## config.mk

```make
export PLATFORM = sky130hd
export DESIGN_NAME = ram_req_ctrl_flat
export DESIGN_NICKNAME = d
export VERILOG_FILES = /design/src/rtl/ram_req_ctrl_if.sv /design/src/rtl/ram_req_ctrl.sv /design/src/flat_wrapper.sv
export SDC_FILE = /design/constraint.sdc
export NUM_CORES = 1
export LEC_CHECK = 0
export CAP_MARGIN = 20
export CORE_ASPECT_RATIO = 1.1
export CORE_MARGIN = 3
export CORE_UTILIZATION = 30
export DETAILED_ROUTE_END_ITERATION = 16
export REMOVE_ABC_BUFFERS = 1
export SLEW_MARGIN = 20
export SYNTH_ARGS = -nofsm -noshare
export SYNTH_HDL_FRONTEND = slang
export SYNTH_SLANG_ARGS = --single-unit
```

## constraint.sdc

```tcl
create_clock -name clock -period 4.65 [get_ports clock]
set_input_delay 0.465 -clock clock [delete_from_list [all_inputs] [get_ports clock]]
set_output_delay 0.465 -clock clock [all_outputs]
set_load 0.02 [all_outputs]
```

## src/rtl/ram_req_ctrl_if.sv

```systemverilog
// Command/response channel bundle between a requester and ram_req_ctrl.
// The requester uses the master modport and the controller uses the slave modport.
interface ram_req_ctrl_if #(
   parameter int ADDR_W = 2,
   parameter int DATA_W = 2
);
   logic              req_valid;
   logic              req_ready;
   logic              req_write;
   logic [ADDR_W-1:0] req_addr;
   logic [DATA_W-1:0] req_wdata;
   logic              rsp_valid;
   logic              rsp_ready;
   logic [DATA_W-1:0] rsp_rdata;

   modport master (
      output req_valid, req_write, req_addr, req_wdata, rsp_ready,
      input  req_ready, rsp_valid, rsp_rdata
   );

   modport slave (
      input  req_valid, req_write, req_addr, req_wdata, rsp_ready,
      output req_ready, rsp_valid, rsp_rdata
   );
endinterface

```

## src/rtl/ram_req_ctrl.sv

```systemverilog
// Front-end for a single-port synchronous RAM: zero-fills the RAM after reset,
// then serves one read or write command at a time over valid/ready channels.
module ram_req_ctrl #(
   parameter int ADDR_W = 2,
   parameter int DATA_W = 2,
   parameter int RD_LAT = 1
) (
   input  logic              clock,
   input  logic              reset,
   ram_req_ctrl_if.slave     bus,
   output logic              ram_en,
   output logic              ram_we,
   output logic [ADDR_W-1:0] ram_addr,
   output logic [DATA_W-1:0] ram_wdata,
   input  logic [DATA_W-1:0] ram_rdata,
   output logic              init_done
);

   localparam int DEPTH  = 2 ** ADDR_W;
   localparam int WAIT_W = $clog2(RD_LAT + 1);
   localparam logic [ADDR_W:0]   INIT_END  = (ADDR_W + 1)'(DEPTH);
   localparam logic [WAIT_W-1:0] WAIT_LAST = WAIT_W'(RD_LAT - 1);

   typedef enum logic [2:0] {
      INIT,
      IDLE,
      ISSUE,
      RD_WAIT,
      RESP
   } state_t;

   state_t            state, state_nxt;
   logic [ADDR_W:0]   init_cnt, init_cnt_nxt;
   logic [WAIT_W-1:0] wait_cnt, wait_cnt_nxt;

   logic              req_ready_q, req_ready_nxt;
   logic              rsp_valid_q, rsp_valid_nxt;
   logic [DATA_W-1:0] rsp_rdata_q, rsp_rdata_nxt;
   logic              ram_en_nxt, ram_we_nxt;
   logic [ADDR_W-1:0] ram_addr_nxt;
   logic [DATA_W-1:0] ram_wdata_nxt;
   logic              init_done_nxt;

   assign bus.req_ready = req_ready_q;
   assign bus.rsp_valid = rsp_valid_q;
   assign bus.rsp_rdata = rsp_rdata_q;

   // Every output is a flop; this block only loads the values chosen below.
   always_ff @(posedge clock) begin
      if (reset) begin
         state       <= INIT;
         init_cnt    <= '0;
         wait_cnt    <= '0;
         req_ready_q <= 1'b0;
         rsp_valid_q <= 1'b0;
         rsp_rdata_q <= '0;
         ram_en      <= 1'b0;
         ram_we      <= 1'b0;
         ram_addr    <= '0;
         ram_wdata   <= '0;
         init_done   <= 1'b0;
      end else begin
         state       <= state_nxt;
         init_cnt    <= init_cnt_nxt;
         wait_cnt    <= wait_cnt_nxt;
         req_ready_q <= req_ready_nxt;
         rsp_valid_q <= rsp_valid_nxt;
         rsp_rdata_q <= rsp_rdata_nxt;
         ram_en      <= ram_en_nxt;
         ram_we      <= ram_we_nxt;
         ram_addr    <= ram_addr_nxt;
         ram_wdata   <= ram_wdata_nxt;
         init_done   <= init_done_nxt;
      end
   end

   // Next state and next output values; anything not assigned holds its value.
   always_comb begin
      state_nxt     = state;
      init_cnt_nxt  = init_cnt;
      wait_cnt_nxt  = wait_cnt;
      req_ready_nxt = req_ready_q;
      rsp_valid_nxt = rsp_valid_q;
      rsp_rdata_nxt = rsp_rdata_q;
      ram_en_nxt    = ram_en;
      ram_we_nxt    = ram_we;
      ram_addr_nxt  = ram_addr;
      ram_wdata_nxt = ram_wdata;
      init_done_nxt = init_done;

      unique case (state)
         INIT: begin
            // init_cnt reaching DEPTH means the last zero write is on the pins now
            if (init_cnt == INIT_END) begin
               state_nxt     = IDLE;
               ram_en_nxt    = 1'b0;
               ram_we_nxt    = 1'b0;
               req_ready_nxt = 1'b1;
               init_done_nxt = 1'b1;
            end else begin
               ram_en_nxt    = 1'b1;
               ram_we_nxt    = 1'b1;
               ram_addr_nxt  = init_cnt[ADDR_W-1:0];
               ram_wdata_nxt = '0;
               init_cnt_nxt  = init_cnt + (ADDR_W + 1)'(1);
            end
         end

         IDLE: begin
            if (bus.req_valid && req_ready_q) begin
               state_nxt     = ISSUE;
               req_ready_nxt = 1'b0;
               ram_en_nxt    = 1'b1;
               ram_we_nxt    = bus.req_write;
               ram_addr_nxt  = bus.req_addr;
               ram_wdata_nxt = bus.req_wdata;
            end
         end

         ISSUE: begin
            // ram_we still carries the accepted command's write flag here
            ram_en_nxt = 1'b0;
            if (ram_we) begin
               state_nxt     = IDLE;
               req_ready_nxt = 1'b1;
            end else begin
               state_nxt    = RD_WAIT;
               wait_cnt_nxt = '0;
            end
         end

         RD_WAIT: begin
            if (wait_cnt == WAIT_LAST) begin
               state_nxt     = RESP;
               rsp_rdata_nxt = ram_rdata;
               rsp_valid_nxt = 1'b1;
            end else begin
               wait_cnt_nxt = wait_cnt + WAIT_W'(1);
            end
         end

         RESP: begin
            if (bus.rsp_ready) begin
               state_nxt     = IDLE;
               rsp_valid_nxt = 1'b0;
               req_ready_nxt = 1'b1;
            end
         end

         default: begin
            state_nxt = INIT;
         end
      endcase
   end

endmodule

```

## src/flat_wrapper.sv

```systemverilog
// flat-port wrapper written by rule: the top's interface ports become plain ports
module ram_req_ctrl_flat 
#(
   parameter int ADDR_W = 2,
   parameter int DATA_W = 2,
   parameter int RD_LAT = 1
)
  (clock, reset, ram_en, ram_we, ram_addr, ram_wdata, ram_rdata, init_done, bus_req_valid, bus_req_write, bus_req_addr, bus_req_wdata, bus_rsp_ready, bus_req_ready, bus_rsp_valid, bus_rsp_rdata);
  ram_req_ctrl_if #(.ADDR_W(ADDR_W), .DATA_W(DATA_W)) bus_i ();
  input  logic clock;
  input  logic reset;
  output logic ram_en;
  output logic ram_we;
  output logic [ADDR_W-1:0] ram_addr;
  output logic [DATA_W-1:0] ram_wdata;
  input  logic [DATA_W-1:0] ram_rdata;
  output logic init_done;
  input wire logic [$bits(bus_i.req_valid)-1:0] bus_req_valid;
  input wire logic [$bits(bus_i.req_write)-1:0] bus_req_write;
  input wire logic [$bits(bus_i.req_addr)-1:0] bus_req_addr;
  input wire logic [$bits(bus_i.req_wdata)-1:0] bus_req_wdata;
  input wire logic [$bits(bus_i.rsp_ready)-1:0] bus_rsp_ready;
  output wire logic [$bits(bus_i.req_ready)-1:0] bus_req_ready;
  output wire logic [$bits(bus_i.rsp_valid)-1:0] bus_rsp_valid;
  output wire logic [$bits(bus_i.rsp_rdata)-1:0] bus_rsp_rdata;
  assign bus_i.req_valid = bus_req_valid;
  assign bus_i.req_write = bus_req_write;
  assign bus_i.req_addr = bus_req_addr;
  assign bus_i.req_wdata = bus_req_wdata;
  assign bus_i.rsp_ready = bus_rsp_ready;
  assign bus_req_ready = bus_i.req_ready;
  assign bus_rsp_valid = bus_i.rsp_valid;
  assign bus_rsp_rdata = bus_i.rsp_rdata;
  ram_req_ctrl #(.ADDR_W(ADDR_W), .DATA_W(DATA_W), .RD_LAT(RD_LAT)) u_core (.clock(clock), .reset(reset), .bus(bus_i), .ram_en(ram_en), .ram_we(ram_we), .ram_addr(ram_addr), .ram_wdata(ram_wdata), .ram_rdata(ram_rdata), .init_done(init_done));
endmodule
```

-- After elaboration in Yosys (flattened, before gate mapping)
Index checks and enable logic that the tools add are counted.
- register bits: 18
- bits of input ports: 11
- $add $sub $neg: 2
- equality and inequality tests: 12
- muxes and demuxes: 28
- bitwise gates (word level): 2
- reduce and logical (&&, ||, !) cells: 17
- operators by type and width (operator ; count):
    $pmux 3 s5 ; 1
    $mux 3 ; 4
    $reduce_and 2->1 ; 6
    $mux 1 ; 11
    $mux 2 ; 5
    $ne 2x2->1 const B ; 4
    $pmux 2 s2 ; 2
    $eq 3x2->1 const B ; 2
    $eq 3x3->1 const B ; 2
    $ne 2x1->1 const B ; 3
    $pmux 1 s2 ; 3
    $reduce_and 3->1 ; 2
    $reduce_bool 2->1 ; 3
    $reduce_and 5->1 ; 1
    $pmux 1 s4 ; 1
    $reduce_and 4->1 ; 1
    $reduce_bool 4->1 ; 1
    $add 3x1->3 const B ; 1
    $eq 3x1->1 const B ; 1
    $logic_not 3->1 ; 1
    $pmux 1 s3 ; 1
    $reduce_bool 3->1 ; 1
    $not 1->1 ; 2
    $add 1x1->1 const B ; 1
    $logic_and 1x1->1 ; 1

-- Logic depth before layout (Yosys ltp)
Gate-level depths: netlist (run 1).
- word-level depth: 3
- mapped depth: 6
- depth with buffers taken out: 5

-- Worst setup path before layout (run 1)
No wires, ideal clock.
- path kind: reg2reg
- from: register u_core.init_cnt[0]
- to: register u_core.ram_addr[0]
- library setup time: 0.103 ns
- data arrival time: 1.676 ns
- data required time: 4.547 ns
- path slack: 2.870 ns
- stages on the path, launching flop included: 7
- period minus slack after synthesis: 1.780 ns
- cells stage by stage: dfxtp_1 -> inv_1 -> ha_1 -> and3b_1 -> or4_4 -> buf_6 -> a2111oi_2
- cells in the longest elaborated chain, start to end: 3
- elaborated cells between the ends (all ways): 5
- classes of those cells: eq/ne: 2; mux: 2; reduce/logical: 1
- RTL lines (what ; RTL line ; source):
    start, declared ; ram_req_ctrl.sv:33 ; logic [ADDR_W:0] init_cnt, init_cnt_nxt;
    start signal, assigned ; ram_req_ctrl.sv:64 ; init_cnt <= init_cnt_nxt;
    $eq 3x3->1 ; ram_req_ctrl.sv:94 ; if (init_cnt == INIT_END) begin
    $ne 2x2->1 (no source line) ; -- ;
    $reduce_and 3->1 (no source line) ; -- ;
    end signal, assigned ; ram_req_ctrl.sv:71 ; ram_addr <= ram_addr_nxt;
    end, declared ; ram_req_ctrl.sv:13 ; output logic [ADDR_W-1:0] ram_addr,
Several ways; a longest one is shown, not always the timed one. The select of a mux whose other input is x is not followed.
A chain may end at the register's enable or synchronous reset.

-- Worst setup path in the final report (run 1)
- from: register u_core.init_cnt[1]
- to: register u_core.ram_addr[0]
- cells in the longest elaborated chain, start to end: 3
- RTL lines (what ; RTL line):
    $eq 3x3->1 ; ram_req_ctrl.sv:94
    $ne 2x2->1 (no source line) ; --
    $reduce_and 3->1 (no source line) ; --
No other way between the ends.

==> results of run 1 <==
==> power groups by stage <==
stage | logic, mW | registers (mW) | clock network [mW]
floorplan | 0.0543 | 0.185 | 0
global placement | 0.0999 | 0.177 | 0
detailed placement | 0.102 | 0.178 | 0
CTS | 0.102 | 0.174 | 0.0826
global route | 0.112 | 0.177 | 0.0897
finish | 0.101 | 0.174 | 0.0809
==> sequential cells by signal, summed over array words and instances (netlist names) <==
signal                flops
u_core.bus.req_ready      1
u_core.bus.rsp_rdata      2
u_core.bus.rsp_valid      1
u_core.init_cnt           3
u_core.init_done          1
u_core.ram_addr           2
u_core.ram_en             1
u_core.ram_wdata          2
u_core.ram_we             1
u_core.state              3
==> final timing paths <==
check | startpoint | endpoint | cells after the start
setup / recovery | u_core.init_cnt[1]$_SDFFE_PP0P_ | u_core.ram_addr[0]$_SDFFE_PP0P_ | 5
hold / removal | u_core.ram_wdata[1]$_SDFFE_PP0P_ | u_core.ram_wdata[1]$_SDFFE_PP0P_ | 2
setup reg to reg | u_core.init_cnt[1]$_SDFFE_PP0P_ | u_core.ram_addr[0]$_SDFFE_PP0P_ | 5
hold reg to reg | u_core.ram_wdata[1]$_SDFFE_PP0P_ | u_core.ram_wdata[1]$_SDFFE_PP0P_ | 2
==> metal layers <==
| metal | vias to the layer above | global-route usage, % | share of wire [%] |
|---|---|---|---|
| met3 | 0 | 5.03 | 6.8 |
| li1 | 359 | - | - |
| met5 | - | 0 | 0 |
| met1 | 316 | 13.3 | 47 |
| met2 | 15 | 19.0 | 46 |
| met4 | 0 | 2.03 | 0 |
==> layout make-up <==
class                           count  area (um^2)
Tap cell                           31         38.8
Multi-Input combinational cell     60          445
Sequential cell                    17          340
Clock buffer                        4         26.3
Fill cell                         262         1500
Timing Repair Buffer               21          210
Inverter                            7         26.3
==> worst register-to-register path, stage by stage, from the launching register on <==
cell and delay [ns]:
dfxtp_1 0.37, inv_1 0.06, ha_1 0.23, and3b_1 0.18
or4_4 0.53, a2111oi_2 0.37
==> cell families (layout without fill, tap and decap cells) <==
| kind of cell | count (synthesis) | after routing | share of synthesized area [%] |
|---|---|---|---|
| muxes | 7 | 7 | 8.51 |
| buffers and inverters | 12 | 32 | 6.27 |
| and+or+nand+nor | 31 | 31 | 22.4 |
| DFF | 17 | 17 | 40.6 |
| adders and majority gates | 2 | 2 | 2.98 |
| AOI/OAI and AO/OA | 20 | 20 | 19.3 |
==> placed cells by master (no fill, tap or decap) <==
| master | count |
|---|---|
| and3b_1 | 1 |
| o311ai_0 | 1 |
| nor2_1 | 5 |
| a31o_1 | 1 |
| dfxtp_1 | 17 |
| o221a_1 | 1 |
| o31ai_1 | 1 |
| nand3_1 | 2 |
| or4_4 | 1 |
| clkbuf_1 | 1 |
| o21ai_1 | 1 |
| nor3b_2 | 1 |
| or4_1 | 2 |
| a21boi_1 | 1 |
| nand2_1 | 5 |
| clkdlybuf4s50_1 | 21 |
| mux2_2 | 1 |
| inv_2 | 1 |
| inv_1 | 6 |
| clkbuf_4 | 3 |
| or2b_1 | 1 |
| a211o_1 | 1 |
| a21oi_1 | 7 |
| a2111oi_2 | 3 |
| and2_1 | 2 |
| o22a_1 | 1 |
| or2_1 | 1 |
| nor2b_1 | 1 |
| nand3b_1 | 3 |
| nor3_1 | 2 |
| nor4_1 | 1 |
| mux2i_1 | 6 |
| nor3b_1 | 2 |
| o21a_1 | 2 |
| ha_1 | 2 |
| nand2b_1 | 1 |
==> per-stage QoR <==
stage	hold WS (ns)	area, um^2	setup slack [ns]	util [%]
floorplan	0.487	812	2.94	-
global placement	0.464	1060	2.65	40.9
detailed placement	0.460	1060	2.59	40.9
CTS	0.477	1090	2.81	42.0
global route	0.485	1090	2.72	42.0
finish	0.471	1090	2.82	42.0
==> key figures, run 1 <==
Global route
  – GR Overflow Total: 0
  – Initial antenna violation count: 0
  – Vias in the first global route: 663
  – Largest net degree at the start of global routing: 16
  – First-pass GRT wire length: ~3.0 mm
  – Global Route Usage Sum: 11.2%

Outcome
  – Status: finished clean

Yosys
  – Top cells by count, synth: dfxtp_1 (17), a21oi_1 (7), inv_1 (6), mux2i_1 (6)
  – Top post-synthesis cells by area: dfxtp_1 (41%), mux2i_1 (7.2%), a2111oi_2 (5.4%), a21oi_1 (4.2%), ha_1 (3.0%)
  – Number of enable flip-flop cells after synthesis: 0
  – Post-synth top flop: dfxtp_1
  – Sequential fraction of the synthesis area: around 40%
  – Yosys reg bits: 17
  – Post-Syn Area: 838 um^2
  – Synth async-reset ratio: 0%
  – Synth top area share: between 40% and 50%
  – Avg Inst Size Synth: roughly 9.4 um^2
  – Most common cell in the synthesized netlist: dfxtp_1
  – Ys Warns: 0
  – Count of cell types in the netlist: 36
  – Post-Syn Instances: 89
  – Synth area leader: dfxtp_1

Place
  – Routability cong.: a little over 0.7
  – PortBufs: 21
  – Dpl hpwl: approximately 1.3 mm
  – Placed cell count: between 100 and 150

Route
  – Final ANT Viol Nets: 0
  – DR vias/cell: roughly 4.9
  – DRT Pass-1 Iters: 4
  – Routed WL: 1.76 mm
  – Remaining DRCs: 0
  – Via count: 690
  – 1st-iter DRT viols: 6
  – WL/cell: about 13 um

Setup path
  – CP Capture Type: register
  – CP Max Fanout: 4
  – Crit-path slowest cell: or4_4
  – Critical Path Source Type: register
  – Crit path cell chain: inv_1 -> ha_1 -> and3b_1 -> or4_4 -> a2111oi_2
  – Critical Path Max Stage Delay: 0.53 ns
  – R2R Setup Slk: roughly 2.8 ns
  – Critical Path AT: approximately 2.0 ns
  – Required @ worst endpoint: 4.85 ns
  – Crit Path Class: reg -> reg
  – Crit path buf inv count: 1
  – Cell family with most CP delay: simple AND/OR/NAND/NOR gates

Power
  – Worst VDD drop: about 0.22 mV
  – Internal power consumption: between 0.2 and 0.25 mW
  – Final Power: between 0.3 and 0.4 mW
  – Switching portion of total power: 30.7%
  – Psw: roughly 0.11 mW
  – Leak Pwr: around 0.4 nW
  – Sequential share of power: slightly below 50%
  – PD cells: between 300 and 400 nW/um^2
  – Power share of the combinational group: ~28%
  – Clock Power Share: 22.7%

Finish
  – # diodes: 0
  – Area Growth Syn to Fin: 29.7%
  – Cell Count, Final, Fillers Out: 140
  – Fraction of layout cells with a size suffix above 1: between 9 and 10%
  – Post-layout nets: roughly 120

STA
  – Tmin final: roughly 1.8 ns
  – Worst slew pin tran: 0.639 ns
  – Slew Viols, Final: 0
  – Tcrit/Tclk final: approximately two fifths
  – Final Hold Viols: 0
  – Unrepaired setup endpoints after global routing: no
  – Peak Freq: ~550 MHz
  – Total negative slack: 0 ns
  – Clk_skew: between 0.005 and 0.006 ns
  – Rel. slew slack: a little under three fifths
  – Number of setup violations in the final report: 0

Clocking
  – Post-CTS setup buffer count: 0
  – Clk buf depth: 2
  – Clock slew at reported path FFs: 0.10 ns
  – H-tree Lvls: 1
  – Clk sinks: 17
  – CTS tree: built
  – CTS Hold Buffers Added: 0
  – CTS buffer count: 3
  – CTS resizes: 0
  – Clk_lat worst skew: around 0.29 ns
  – Root Driver: clkbuf_4

Min path
  – Hold Path Class: reg -> reg

Floorplanning
  – Boundary Pins: 22
  – Initial core utilization: roughly a third
  – Die area: 3470 um^2
  – Row cnt: 19
  – Die X: ~56 um
  – CORE AREA: roughly 2600 um^2
  – Die Ht: 61.4 um

Run
  – Max_cap viols: 0
Note: power is estimated with default switching activity, not from simulation.
==> run 2: changes to the inputs <==
==> constraint.sdc (replaced) <==
create_clock -name clock -period 1.7 [get_ports clock]
set_input_delay 0.17 -clock clock [delete_from_list [all_inputs] [get_ports clock]]
set_output_delay 0.17 -clock clock [all_outputs]
set_load 0.02 [all_outputs]
==> key figures, run 2 (same netlist as run 1, synthesis figures left out) <==
STA
  – Worst slew pin tran: 0.501 ns (-0.138 ns)
  – Tmin final: 1.63 ns (-0.203 ns)
  – Unrepaired setup endpoints after global routing: no
  – Clk_skew: 0.00666 ns (+0.00146 ns)
  – Peak Freq: 615 MHz (+12%)
  – Tcrit/Tclk final: 95.7% (+56 points)
  – Total negative slack: 0 ns (unchanged)
  – Slew Viols, Final: 0 (unchanged)
  – Rel. slew slack: 66.5% (+9.2 points)
  – Final Hold Viols: 0 (unchanged)
  – Fin Hold WS: 0.447 ns (-0.0243 ns)
  – Number of setup violations in the final report: 0 (unchanged)

Finish
  – Fillcell total: 266 (+1.5%)
  – Biggest regs: u_core.init_cnt: 3 flops, u_core.state: 3 flops
  – Final Cell Area: 1230 um^2 (+13%)
  – Area Growth Syn to Fin: 46.7%
  – Commonest non-fill, non-tap cells in the layout: clkdlybuf4s50_1 (21), dfxtp_1 (16), buf_4 (13), a21oi_1 (7)
  – Fin util: 47.5% (+5.5 points)
  – Commonest non-fill, non-tap cell in the layout: clkdlybuf4s50_1
  – Post-layout nets: 136 (+11%)
  – Fraction of layout cells with a size suffix above 1: 22.1% (+13 points)
  – # diodes: 0 (unchanged)

Place
  – Routability cong.: 0.751 (+4.5%)
  – Dpl hpwl: 1.46 mm (+14%)
  – Dpl cell area: 1150 um^2 (+8.5%)
  – PortBufs: 21 (unchanged)

Setup path
  – Critical Path Source Type: register
  – Required @ worst endpoint: 1.91 ns (-2.94 ns)
  – Critical Path AT: 1.84 ns (-0.19 ns)
  – CP Max Fanout: 3 (-1)
  – CP Capture Type: register
  – Crit Path Class: reg -> reg

Clocking
  – CTS Hold Buffers Added: 0 (unchanged)
  – Root Driver: clkbuf_4
  – CTS buffer count: 3 (unchanged)
  – Clk sinks: 17 (unchanged)
  – Clk buf depth: 2 (unchanged)
  – CTS tree: built
  – Clock slew at reported path FFs: 0.11 ns (about the same)
  – Clk_lat worst skew: 0.30 ns (about the same)
  – H-tree Lvls: 1 (unchanged)

Min path
  – Hold Path Class: in -> reg

Floorplanning
  – Die area: 3470 um^2 (unchanged)
  – Boundary Pins: 22 (unchanged)
  – Die Ht: 61.4 um (unchanged)
  – Row cnt: 19 (unchanged)
  – Initial core utilization: 32.4% (unchanged)
  – Die X: 56.4 um (unchanged)
  – CORE AREA: 2590 um^2 (unchanged)

Global route
  – First-pass GRT wire length: 3.18 mm (+7.0%)
  – Initial antenna violation count: 0 (unchanged)
  – GR Overflow Total: 0 (unchanged)
  – Global Route Usage Sum: 11.8% (+0.64 points)
  – Largest net degree at the start of global routing: 15 (-1)
  – Vias in the first global route: 733 (+11%)

Route
  – DRT Pass-1 Iters: 4 (unchanged)
  – Final ANT Viol Nets: 0 (unchanged)
  – WL/cell: 12.5 um (-0.53%)
  – Routed WL: 1.91 mm (+8.7%)
  – 1st-iter DRT viols: 11 (+5)
  – Via count: 765 (+11%)
  – DR vias/cell: 5.00 (+1.4%)
  – Remaining DRCs: 0 (unchanged)

Power
  – PD cells: 876 nW/um^2 (+170%)
  – Leak Pwr: 0.471 nW (+19%)
  – Worst VDD drop: 0.569 mV (+160%)

Outcome
  – Status: finished clean

Run
  – Max_cap viols: 0 (unchanged)
[run 2: cell types whose count changed in the layout (fill, tap and decap cells not counted), sizes merged]
cell | previous run | this run
buf | 0 | 13
clkbuf | 4 | 3
clkinv | 0 | 1
[run 2: area by class of cell]
type / instances / area (um^2) / area share [%]
Clock inverter: 1 / 5.00 / 0.407
Clock buffer: 3 / 22.5 / 1.83
Tap cell: 31 / 38.8 / 3.15
Sequential cell: 17 / 342 / 27.8
Inverter: 7 / 26.3 / 2.14
Timing Repair Buffer: 34 / 308 / 25.0
Multi-Input combinational cell: 60 / 488 / 39.7
[run 2: path summary, 6_finish.rpt]
check	endpoint	depth (start not counted)	start	slack, ns
worst min register to register	u_core.ram_wdata[0]$_SDFFE_PP0P_	2	u_core.ram_wdata[0]$_SDFFE_PP0P_	0.48
worst min-delay path	u_core.ram_wdata[0]$_SDFFE_PP0P_	3	bus_req_wdata[0]	0.45
worst max-delay path	u_core.ram_addr[0]$_SDFFE_PP0P_	5	u_core.init_cnt[0]$_SDFFE_PP0P_	0.07
worst max register to register	u_core.ram_addr[0]$_SDFFE_PP0P_	5	u_core.init_cnt[0]$_SDFFE_PP0P_	0.07
[run 2: power breakdown]
part	internal (mW)	switching [mW]	leakage, nW	total [mW]
logic	0.212	0.176	0.315	0.388
registers	0.441	0.0243	0.139	0.465
clock network	0.0876	0.137	0.0177	0.224
[run 2: per-stage QoR]
stage	total power, mW	setup WS (ns)	std cells
floorplan	0.656	-0.0142	84
global placement	0.810	0.0333	148
detailed placement	0.818	-0.0234	148
CTS	1.06	0.0322	152
global route	1.15	0.00341	153
finish	1.08	0.0734	153
[run 2: critical path: stages, from the launching register on]
cell	delay, ns
dfxtp_2	0.34
inv_1	0.06
ha_2	0.18
and3b_1	0.15
or4_4	0.46
a2111oi_4	0.34
[run 2: routing by layer]
metal / share of wire [%] / track usage, % / up-vias
li1: - / - / 385
met2: 49 / 20.9 / 15
met5: 0 / 0 / -
met1: 46 / 13.8 / 362
met4: 0.58 / 3.05 / 0
met3: 4.6 / 4.19 / 3
[run 2: what timing repair did]
action                                  in CTS  in global routing
gates cloned                                 0                  0
setup buffers                                0                  1
endpoints found under the setup margin       2                  4
pin swaps                                    1                  1
gates resized for setup                      2                  4
==> run 3: changes to the inputs <==
==> constraint.sdc (replaced) <==
create_clock -name clock -period 1.55 [get_ports clock]
set_input_delay 0.155 -clock clock [delete_from_list [all_inputs] [get_ports clock]]
set_output_delay 0.155 -clock clock [all_outputs]
set_load 0.02 [all_outputs]
==> key figures, run 3 (same netlist as run 1, synthesis figures left out) <==
Route
  – WL met2: 1.05 mm (+12%)
  – Via count: 777 (+1.6%)
  – DRT Pass-1 Iters: 4 (unchanged)
  – Met1 WL: 878 um (+0.34%)
  – Top Layer Used: met4
  – DR vias/cell: 4.92 (-1.6%)
  – 1st-iter DRT viols: 8 (-3)
  – Routed WL: 2.06 mm (+7.7%)
  – Remaining DRCs: 0 (unchanged)
  – WL/cell: 13.0 um (+4.3%)
  – Final ANT Viol Nets: 0 (unchanged)
  – Routed wl met3: 111 um (+26%)

Outcome
  – Status: finished, violations left
  – Failing checks: negative setup slack

Setup path
  – Crit-path slowest cell: or4_4
  – Critical Path Source Type: register
  – R2R Setup Slk: -0.02 ns (-0.09 ns)
  – CP Max Fanout: 3 (unchanged)
  – Crit Path Class: reg -> reg
  – CP Capture Type: register
  – Critical Path Max Stage Delay: 0.46 ns (about the same)
  – Required @ worst endpoint: 1.75 ns (-0.16 ns)
  – Crit path cell chain: inv_2 -> ha_4 -> and3b_1 -> or4_4 -> a2111oi_4
  – Critical Path AT: 1.77 ns (-0.07 ns)

Clocking
  – H-tree Lvls: 1 (unchanged)
  – CTS buffer count: 3 (unchanged)
  – Root Driver: clkbuf_4
  – Clk buf depth: 2 (unchanged)
  – Clk sinks: 17 (unchanged)
  – Clk_lat worst skew: 0.30 ns (about the same)
  – CTS tree: built
  – Clock slew at reported path FFs: 0.11 ns (about the same)

Power
  – Clock Power Share: 19.7% (-1.1 points)
  – Switching portion of total power: 31.5% (+0.22 points)
  – Leak Pwr: 0.503 nW (+6.7%)
  – Final Power: 1.24 mW (+15%)
  – Sequential share of power: 41.8% (-1.4 points)
  – Internal power consumption: 0.848 mW (+14%)
  – Psw: 0.389 mW (+16%)
  – Worst VDD drop: 0.712 mV (+25%)
  – PD cells: 946 nW/um^2 (+8.0%)
  – Power share of the combinational group: 38.5% (+2.5 points)

Finish
  – Commonest non-fill, non-tap cells in the layout: clkdlybuf4s50_1 (21), buf_4 (17), dfxtp_1 (15), a21oi_1 (6), mux2i_1 (6)
  – Fillcell total: 249 (-6.4%)
  – Post-layout nets: 141 (+3.7%)
  – Fraction of layout cells with a size suffix above 1: 30.7% (+8.6 points)
  – Commonest non-fill, non-tap cell in the layout: clkdlybuf4s50_1
  – # diodes: 0 (unchanged)
  – Biggest regs: u_core.init_cnt: 3 flops, u_core.state: 3 flops
  – Area Growth Syn to Fin: 56.0%

Global route
  – First-pass GRT wire length: 3.53 mm (+11%)
  – Largest net degree at the start of global routing: 11 (-4)
  – Global Route Usage Sum: 13.1% (+1.3 points)
  – GR Overflow Total: 0 (unchanged)
  – Initial antenna violation count: 0 (unchanged)
  – Vias in the first global route: 777 (+6.0%)

STA
  – Unrepaired setup endpoints after global routing: yes
  – Tcrit/Tclk final: 101% (+5.3 points)
  – Tmin final: 1.57 ns (-0.0612 ns)
  – Peak Freq: 639 MHz (+3.9%)
  – Total negative slack: -0.0154 ns (-0.0154 ns)
  – Worst slew pin tran: 0.364 ns (-0.138 ns)
  – Number of setup violations in the final report: 1 (+1)
  – Crit path setup slack, layout: -0.0154 ns (-0.0888 ns)
  – Clk_skew: 0.00925 ns (+0.00259 ns)
  – Slew Viols, Final: 0 (unchanged)
  – Final Hold Viols: 0 (unchanged)
  – Rel. slew slack: 75.6% (+9.1 points)

Place
  – Dpl hpwl: 1.54 mm (+6.0%)
  – PortBufs: 21 (unchanged)
  – Post-Place Setup Slack: -0.151 ns (-0.128 ns)
  – Routability cong.: 0.732 (-2.6%)

Floorplanning
  – Die Ht: 61.4 um (unchanged)
  – Boundary Pins: 22 (unchanged)
  – CORE AREA: 2590 um^2 (unchanged)
  – Row cnt: 19 (unchanged)
  – Die area: 3470 um^2 (unchanged)
  – Die X: 56.4 um (unchanged)
  – Initial core utilization: 32.4% (unchanged)

Min path
  – Hold Path Class: in -> reg

Run
  – Max_cap viols: 0 (unchanged)
[run 3: critical path, delay by kind of cell, from the launching register on]
family / cells / cell delay, ns
buf+inv: 1 / 0.05
compound gates: 1 / 0.31
simple gates: 2 / 0.61
flops: 1 / 0.35
fa+ha+maj: 1 / 0.15
[run 3: path summary, 6_finish.rpt]
path | start | endpoint | cells after the start
setup / recovery | u_core.init_cnt[1]$_SDFFE_PP0P_ | u_core.ram_addr[1]$_SDFFE_PP0P_ | 5
hold / removal | bus_req_wdata[1] | u_core.ram_wdata[1]$_SDFFE_PP0P_ | 3
setup reg to reg | u_core.init_cnt[1]$_SDFFE_PP0P_ | u_core.ram_addr[1]$_SDFFE_PP0P_ | 5
hold reg to reg | u_core.ram_wdata[1]$_SDFFE_PP0P_ | u_core.ram_wdata[1]$_SDFFE_PP0P_ | 2
[run 3: layer usage]
layer  global-route usage (%)  up-vias
met4                     4.07        0
met2                     24.5       18
met3                     2.52        2
met1                     15.3      360
met5                        0        -
li1                         -      397
[run 3: metrics by stage]
stage	hold WS, ns	instance area (um^2)	util, %	std cells
floorplan	0.224	812	-	84
finish	0.413	1310	50.5	158
CTS	0.418	1290	49.8	157
global placement	0.448	1200	46.4	153
detailed placement	0.459	1200	46.4	153
global route	0.426	1310	50.5	158
[run 3: timing repair]
action | 4_1_cts | 5_1_grt
pin swaps | 5 | 2
setup endpoints to repair | 7 | 6
buffers inserted | 0 | 1
resized for setup | 12 | 2
hold buffers | 0 | 0
[run 3: final cells by class]
cell class,instances,area (um^2),share of cell area [%]
clock inverters,1,5.00,0.383
multi-input cells,60,514,39.3
inverters,7,26.3,2.01
clock buffers,3,22.5,1.72
repair buffers,39,358,27.4
well taps,31,38.8,2.97
flip-flops and latches,17,343,26.2
[run 3: power groups by stage]
| stage | Sequential [mW] | Combinational (mW) | Clock (mW) |
|---|---|---|---|
| finish | 0.517 | 0.477 | 0.244 |
| global route | 0.522 | 0.521 | 0.271 |
| CTS | 0.517 | 0.470 | 0.248 |
| detailed placement | 0.522 | 0.396 | 0 |
| global placement | 0.519 | 0.387 | 0 |
| floorplan | 0.556 | 0.163 | 0 |
